$ cat config.mk
export PLATFORM = sky130hd
export DESIGN_NAME = dl11_term_ctrl
export DESIGN_NICKNAME = d
export VERILOG_FILES = /design/src/rtl/dl11_term_ctrl.sv
export SDC_FILE = /design/constraint.sdc
export NUM_CORES = 1
export LEC_CHECK = 0
export ABC_CLOCK_PERIOD_IN_PS = 2200
export BUFFER_PORTS_ARGS = -buffer_cell sky130_fd_sc_hd__buf_2
export CORE_ASPECT_RATIO = 0.7
export CORE_UTILIZATION = 25
export DETAILED_ROUTE_END_ITERATION = 16
export GPL_TIMING_DRIVEN = 0
export SETUP_SLACK_MARGIN = 0.3
export SYNTH_ARGS = -nofsm -noshare
export SYNTH_HDL_FRONTEND = slang
export SYNTH_SLANG_ARGS = --single-unit
export TNS_END_PERCENT = 20
$ cat constraint.sdc
create_clock -name clk -period 2.2 [get_ports clk]
set_clock_uncertainty 0.15 [all_clocks]
set_input_delay 0.66 -clock clk [delete_from_list [all_inputs] [get_ports clk]]
set_output_delay 0.66 -clock clk [all_outputs]
set_load 0.01 [all_outputs]
$ cat src/rtl/dl11_term_ctrl.sv
// DL11-style console terminal controller.
// Wishbone slave for RCSR/RBUF/XCSR/XBUF at 177560..177566. It buffers received bytes in a
// small FIFO, sequences the serial_tx handshake and raises vectored interrupt requests.
// Optional feature: define DL11_MAINT_LOOPBACK_EN for XCSR bit2 MAINT, which loops
// transmitted bytes back into the receive FIFO.
module dl11_term_ctrl #(
  parameter int unsigned FIFO_AW = 2,
  parameter logic [15:0] RX_VEC  = 16'o000060,
  parameter logic [15:0] TX_VEC  = 16'o000064
) (
  input  logic        clk,
  input  logic        reset_n,
  input  logic [2:0]  wb_adr_i,
  input  logic [15:0] wb_dat_i,
  output logic [15:0] wb_dat_o,
  input  logic        wb_cyc_i,
  input  logic        wb_stb_i,
  input  logic        wb_we_i,
  input  logic [1:0]  wb_sel_i,
  output logic        wb_ack_o,
  output logic [7:0]  tx_data,
  output logic        tx_send,
  input  logic        tx_busy,
  input  logic [7:0]  rx_data,
  input  logic        rx_ready,
  output logic        rx_read,
  output logic        irq_req,
  output logic [15:0] irq_vec,
  input  logic        irq_ack
);

  localparam int unsigned Depth = 1 << FIFO_AW;
  localparam logic [FIFO_AW:0] FullCnt = (FIFO_AW + 1)'(Depth);

  typedef enum logic [1:0] {StIdle, StSend, StWaitBusy, StWaitDone} tx_state_e;

  tx_state_e          state_q;
  logic               ack_q, rx_read_q, tx_send_q, rx_ie_q, tx_ie_q, tx_pend_q, ovr_q;
  logic [15:0]        dat_q;
  logic [7:0]         tx_data_q;
  logic [FIFO_AW-1:0] wr_ptr_q, rd_ptr_q;
  logic [FIFO_AW:0]   count_q;
  logic [7:0]         mem_q [Depth];

  logic        maint;
  logic        acc, rd, wr, wr_rcsr, wr_xcsr, wr_xbuf, rd_rbuf, xbuf_acc;
  logic        ready, empty, full, rx_take, loop_push, push_req, push, pop, ovr_set;
  logic        tx_done, rx_req, tx_presented, pend_set, pend_clr;
  logic [7:0]  push_byte;
  logic [15:0] rdata;
  logic        unused_bits;

  assign unused_bits = ^{wb_dat_i[15:8], wb_dat_i[5:0], wb_sel_i[1], wb_adr_i[0]};

`ifdef DL11_MAINT_LOOPBACK_EN
  logic maint_q;
  assign maint     = maint_q;
  assign loop_push = maint_q & (state_q == StSend);
`else
  assign maint     = 1'b0;
  assign loop_push = 1'b0;
`endif

  // Bus decode: an access commits on the edge where ack rises.
  always_comb begin
    acc      = wb_cyc_i & wb_stb_i & ~ack_q;
    rd       = acc & ~wb_we_i;
    wr       = acc & wb_we_i & wb_sel_i[0];
    wr_rcsr  = wr & (wb_adr_i[2:1] == 2'd0);
    rd_rbuf  = rd & (wb_adr_i[2:1] == 2'd1);
    wr_xcsr  = wr & (wb_adr_i[2:1] == 2'd2);
    wr_xbuf  = wr & (wb_adr_i[2:1] == 2'd3);
    ready    = (state_q == StIdle);
    xbuf_acc = wr_xbuf & ready;
    empty    = (count_q == '0);
    full     = (count_q == FullCnt);
  end

  // FIFO push/pop and interrupt qualifiers.
  always_comb begin
    rx_take      = rx_ready & ~rx_read_q & ~maint;
    push_req     = rx_take | loop_push;
    push_byte    = loop_push ? tx_data_q : rx_data;
    push         = push_req & ~full;
    ovr_set      = push_req & full;
    pop          = rd_rbuf & ~empty;
    tx_done      = ((state_q == StWaitDone) & ~tx_busy) | ((state_q == StSend) & maint);
    rx_req       = rx_ie_q & ~empty;
    tx_presented = tx_pend_q & ~rx_req;
    pend_set     = (tx_done & tx_ie_q) | (wr_xcsr & wb_dat_i[6] & ~tx_ie_q & ready);
    pend_clr     = xbuf_acc | (wr_xcsr & ~wb_dat_i[6]) | (irq_ack & tx_presented);
  end

  // Register read mux, sampled into wb_dat_o on the acking edge.
  always_comb begin
    rdata = '0;
    unique case (wb_adr_i[2:1])
      2'd0: rdata = {8'h00, ~empty, rx_ie_q, 6'b000000};
      2'd1: rdata = {ovr_q, ovr_q, 6'b000000, empty ? 8'h00 : mem_q[rd_ptr_q]};
      2'd2: rdata = {8'h00, ready, tx_ie_q, 3'b000, maint, 2'b00};
      2'd3: rdata = '0;
    endcase
  end

  // FIFO storage; contents are qualified by count, so no reset is needed.
  always_ff @(posedge clk) begin
    if (push) mem_q[wr_ptr_q] <= push_byte;
  end

  // Bus, FIFO bookkeeping, control bits and interrupt pending state.
  always_ff @(posedge clk or negedge reset_n) begin
    if (!reset_n) begin
      ack_q     <= 1'b0;
      dat_q     <= '0;
      rx_read_q <= 1'b0;
      rx_ie_q   <= 1'b0;
      tx_ie_q   <= 1'b0;
      tx_pend_q <= 1'b0;
      ovr_q     <= 1'b0;
      wr_ptr_q  <= '0;
      rd_ptr_q  <= '0;
      count_q   <= '0;
`ifdef DL11_MAINT_LOOPBACK_EN
      maint_q   <= 1'b0;
`endif
    end else begin
      ack_q     <= acc;
      dat_q     <= rd ? rdata : 16'h0000;
      rx_read_q <= rx_take;
      if (wr_rcsr) rx_ie_q <= wb_dat_i[6];
      if (wr_xcsr) tx_ie_q <= wb_dat_i[6];
`ifdef DL11_MAINT_LOOPBACK_EN
      if (wr_xcsr) maint_q <= wb_dat_i[2];
`endif
      if (push) wr_ptr_q <= wr_ptr_q + 1'b1;
      if (pop)  rd_ptr_q <= rd_ptr_q + 1'b1;
      if (push && !pop)      count_q <= count_q + 1'b1;
      else if (pop && !push) count_q <= count_q - 1'b1;
      // A new overrun wins over the clear from a concurrent RBUF read.
      if (ovr_set)      ovr_q <= 1'b1;
      else if (rd_rbuf) ovr_q <= 1'b0;
      // Clears take precedence so writing TX_IE=0 always silences the request.
      if (pend_clr)      tx_pend_q <= 1'b0;
      else if (pend_set) tx_pend_q <= 1'b1;
    end
  end

  // Transmit handshake FSM with registered tx_data / tx_send.
  always_ff @(posedge clk or negedge reset_n) begin
    if (!reset_n) begin
      state_q   <= StIdle;
      tx_data_q <= '0;
      tx_send_q <= 1'b0;
    end else begin
      tx_send_q <= 1'b0;
      unique case (state_q)
        StIdle: begin
          if (xbuf_acc) begin
            tx_data_q <= wb_dat_i[7:0];
            tx_send_q <= ~maint;
            state_q   <= StSend;
          end
        end
        StSend:     state_q <= maint ? StIdle : StWaitBusy;
        StWaitBusy: if (tx_busy) state_q <= StWaitDone;
        StWaitDone: if (!tx_busy) state_q <= StIdle;
      endcase
    end
  end

  assign wb_ack_o = ack_q;
  assign wb_dat_o = dat_q;
  assign tx_data  = tx_data_q;
  assign tx_send  = tx_send_q;
  assign rx_read  = rx_read_q;
  assign irq_req  = rx_req | tx_pend_q;
  assign irq_vec  = rx_req ? RX_VEC : (tx_pend_q ? TX_VEC : 16'h0000);

endmodule

==> out/metrics.csv <==
stage,metric,value,unit
run_status,status,"complete, but fails checks",
run_status,violations,setup timing,
synth,synth.distinct_cells,46,
floorplanning,row_count,32,
synth,synth_edf_count,32,
timing,fin_crit_sh,1.11,
setup_path,path_max_fanout,3,
synth,synthesis.area,2920,µm²
detailed_routing,detail_route.first_pass.iterations,4,
clocking,cts_tree,built,
clocking,cts_root_buffer,clkbuf_16,
clocking,clkSinkCount,65,
timing,worstMarginPinSlew,0.778,ns
timing,slew_violations,0,
synth,yosysWarnings,0,
power_and_ir_drop,power_density,1110,nW/µm²
synth,synth_area_per_cell,15.2,µm²
clocking,path_clk_slew,0.06,ns
floorplanning,coreArea,11200,µm²
cells_and_area,nFillCells,1081,
global_routing,grt_pass1_vias,1741,
placement,hpwl,3820,µm
cells_and_area,nets,326,
global_routing,antenna_found_initial,0,
timing,hold_viol_final,0,
global_routing,grt_usage,0.0970,
floorplanning,start_util,0.261,
clocking,clockBufferDepth,2,
global_routing,overflow,0,
setup_path,crit_top_cell,buf_6,
setup_path,r2r_cells,10,
flow_run,drv_cap,0,
clocking,cts_hold_buf,0,
placement,numPortBuffers,50,
timing,setup_viol,6,
setup_path,worstPathRequired,1.39,ns
timing,maxSlewHeadroom,0.482,
power_and_ir_drop,ir_drop,390,µV
cells_and_area,register_area,1790,µm²
setup_path,path_cells,or3_1 > clkbuf_8 > a21o_1 > buf_6 > buf_6,
placement,gp_congestion,0.720,
setup_path,path_delay_family,simple AND/OR/NAND/NOR gates,
clocking,cts_buffers,9,
detailed_routing,dr_total_vias,1708,
timing,period_needed,2.45,ns
cells_and_area,final-instance-count-excl-fill,438,
placement,place_ws,-0.388,ns
detailed_routing,wl,5470,µm
detailed_routing,route.detailed.drc,0,
setup_path,cp.arrival,1.64,ns
global_routing,grt_start_max_net_pins,34,
setup_path,start_kind,flop,
synth,netlist_instances,192,
synth,synthArstFlopShare,0.508,
floorplanning,dieArea,12100,µm²
timing,timing.final.ws_setup,-0.251,ns
detailed_routing,wl_per_cell,12.5,µm
power_and_ir_drop,leakage,0.00178,µW
global_routing,grt_pass1_wl,8670,µm
floorplanning,dieWidth,131,µm
cells_and_area,area_delta_synth_final,35.5,%
detailed_routing,viasPerCell,3.90,
clocking,worst_skew_pair.late_latency,0.32,ns
detailed_routing,ant_nets,0,
hold_path,hold_class,in -> async,
synth,synth_seq_cells,65,
setup_path,worst-path-buf-inv,3,
floorplanning,dieHeight,92.4,µm
placement,dp_cells,413,
setup_path,rr_startpoint,count_q[1],
synth,yosysSeqAreaShare,0.613,
detailed_routing,first_iter_violations,29,
setup_path,reg2reg_to,count_q[2],
setup_path,worstSetupEndpointType,primary output,
cells_and_area,multi_input_area,1070,µm²
synth,ys.flop_type,dfrtp_1,
setup_path,r2r_slack,-0.14,ns
cells_and_area,drive_above_1_share,0.498,
setup_path,crit_path_max_incr_delay,0.38,ns
timing,rsz0062_at_grt,yes,
clocking,htreeDepth,3,
floorplanning,ios,81,
setup_path,critical_path_class,reg -> out,
cells_and_area,antenna_cells,0,
setup_path,slowest_stage,or3_1,
timing,max_freq,408,MHz
[stage by stage]
step	TNS, ns	total power (µW)	instance area [µm²]	hold slack [ns]	utilization
floorplan	-0.184	2450	3020	0.214	-
global placement	-1.08	2700	3460	0.310	0.309
detailed placement	-1.94	2740	3460	0.321	0.309
CTS	-1.24	4420	3880	0.302	0.347
global route	-1.54	4670	3950	0.338	0.354
finish	-1.09	4400	3950	0.264	0.354
[power by group]
| group | total, µW | internal, µW | switching [µW] |
|---|---|---|---|
| logic | 1280 | 696 | 582 |
| clock network | 1490 | 985 | 506 |
| registers | 1630 | 1520 | 112 |
| total | 4400 | 3200 | 1200 |
[cell usage in the layout (no fill, tap or decap), types with 3 or more instances in the layout]
cell	n
buf_6	6
xnor2_1	4
inv_1	5
buf_4	28
mux2_2	6
mux4_2	7
inv_2	3
clkbuf_16	9
and2_2	4
o21ai_0	3
mux2_4	8
nand2_1	4
ha_1	6
nor2b_1	6
dfrtp_1	32
buf_2	49
mux2i_1	3
conb_1	19
edfxtp_1	32
[cells in the mapped netlist (all sizes together), types with 3 or more instances]
cell,n,area share
buf,25,0.064
dfrtp,33,0.28
nor2b,7,0.015
ha,8,0.034
xnor2,4,0.012
mux2,14,0.054
o21ai,3,0.0051
mux2i,3,0.010
inv,8,0.010
and2,4,0.0086
mux4,7,0.054
edfxtp,32,0.33
nand2,5,0.0064
[state kept, by name, summed over array words and instances (netlist names)]
name	cells
rx_read	1
tx_ie_q	1
wr_ptr_q	2
state_q	2
tx_data	8
rx_ie_q	1
rd_ptr_q	2
tx_pend_q	1
wb_dat_o	9
mem_q	32
wb_ack_o	1
ovr_q	1
count_q	3
tx_send	1
[cells by family (layout without fill, tap and decap cells)]
logic type               count (synthesis)  after routing  synth area share
flip-flops                              65             65             0.613
AND/OR/NAND/NOR                         38             38            0.0914
buffers and inverters                   34            109            0.0755
multiplexers                            24             24             0.118
AO/OA/AOI/OAI                           15             15            0.0416
adder cells (fa/ha/maj)                  9              9            0.0412
XOR/XNOR                                 6              6            0.0180
other                                    1             19           0.00129
[cell type report]
type | count | area share
sequential | 65 | 0.452
multi-input combinational | 111 | 0.272
timing repair buffer | 59 | 0.0883
clock buffer | 10 | 0.0579
buffer | 26 | 0.0525
tap | 153 | 0.0484
clock inverter | 6 | 0.0209
inverter | 8 | 0.00760
[worst max path at each step]
| stage | to | cells past startpoint | slack, ns | start |
|---|---|---|---|---|
| floorplan | count_q[1] | 6 | -0.09 | wb_we_i |
| global placement | count_q[1] | 7 | -0.39 | wb_we_i |
| detailed placement | count_q[1] | 7 | -0.39 | wb_we_i |
| CTS | irq_vec[5] | 5 | -0.26 | count_q[1] |
| global route | irq_vec[5] | 5 | -0.31 | count_q[1] |
| finish | irq_vec[5] | 5 | -0.25 | count_q[1] |
[worst reg2reg max path: cells and delay by family, from the launching register on]
family	cells	cell delay, ns
DFF	1	0.37
xor gates and xnor gates	2	0.32
and+or+nand+nor	3	0.57
adders and majority gates	2	0.50
buffers and inverters	3	0.33
[routing by layer]
layer	global-route usage	share of wire	up-vias
met1	0.116	0.44	828
li1	-	-	833
met4	0.0345	0.0091	0
met3	0.0341	0.055	4
met5	0	0	-
met2	0.161	0.49	43
[timing repair]
| item | 4_1_cts | 5_1_grt |
|---|---|---|
| gates resized for setup | 22 | 7 |
| gates cloned | 0 | 0 |
| pin swaps | 6 | 3 |
| endpoints found under the setup margin | 14 | 46 |
| setup buffers | 4 | 5 |
Note: power is estimated with default switching activity, not from simulation.
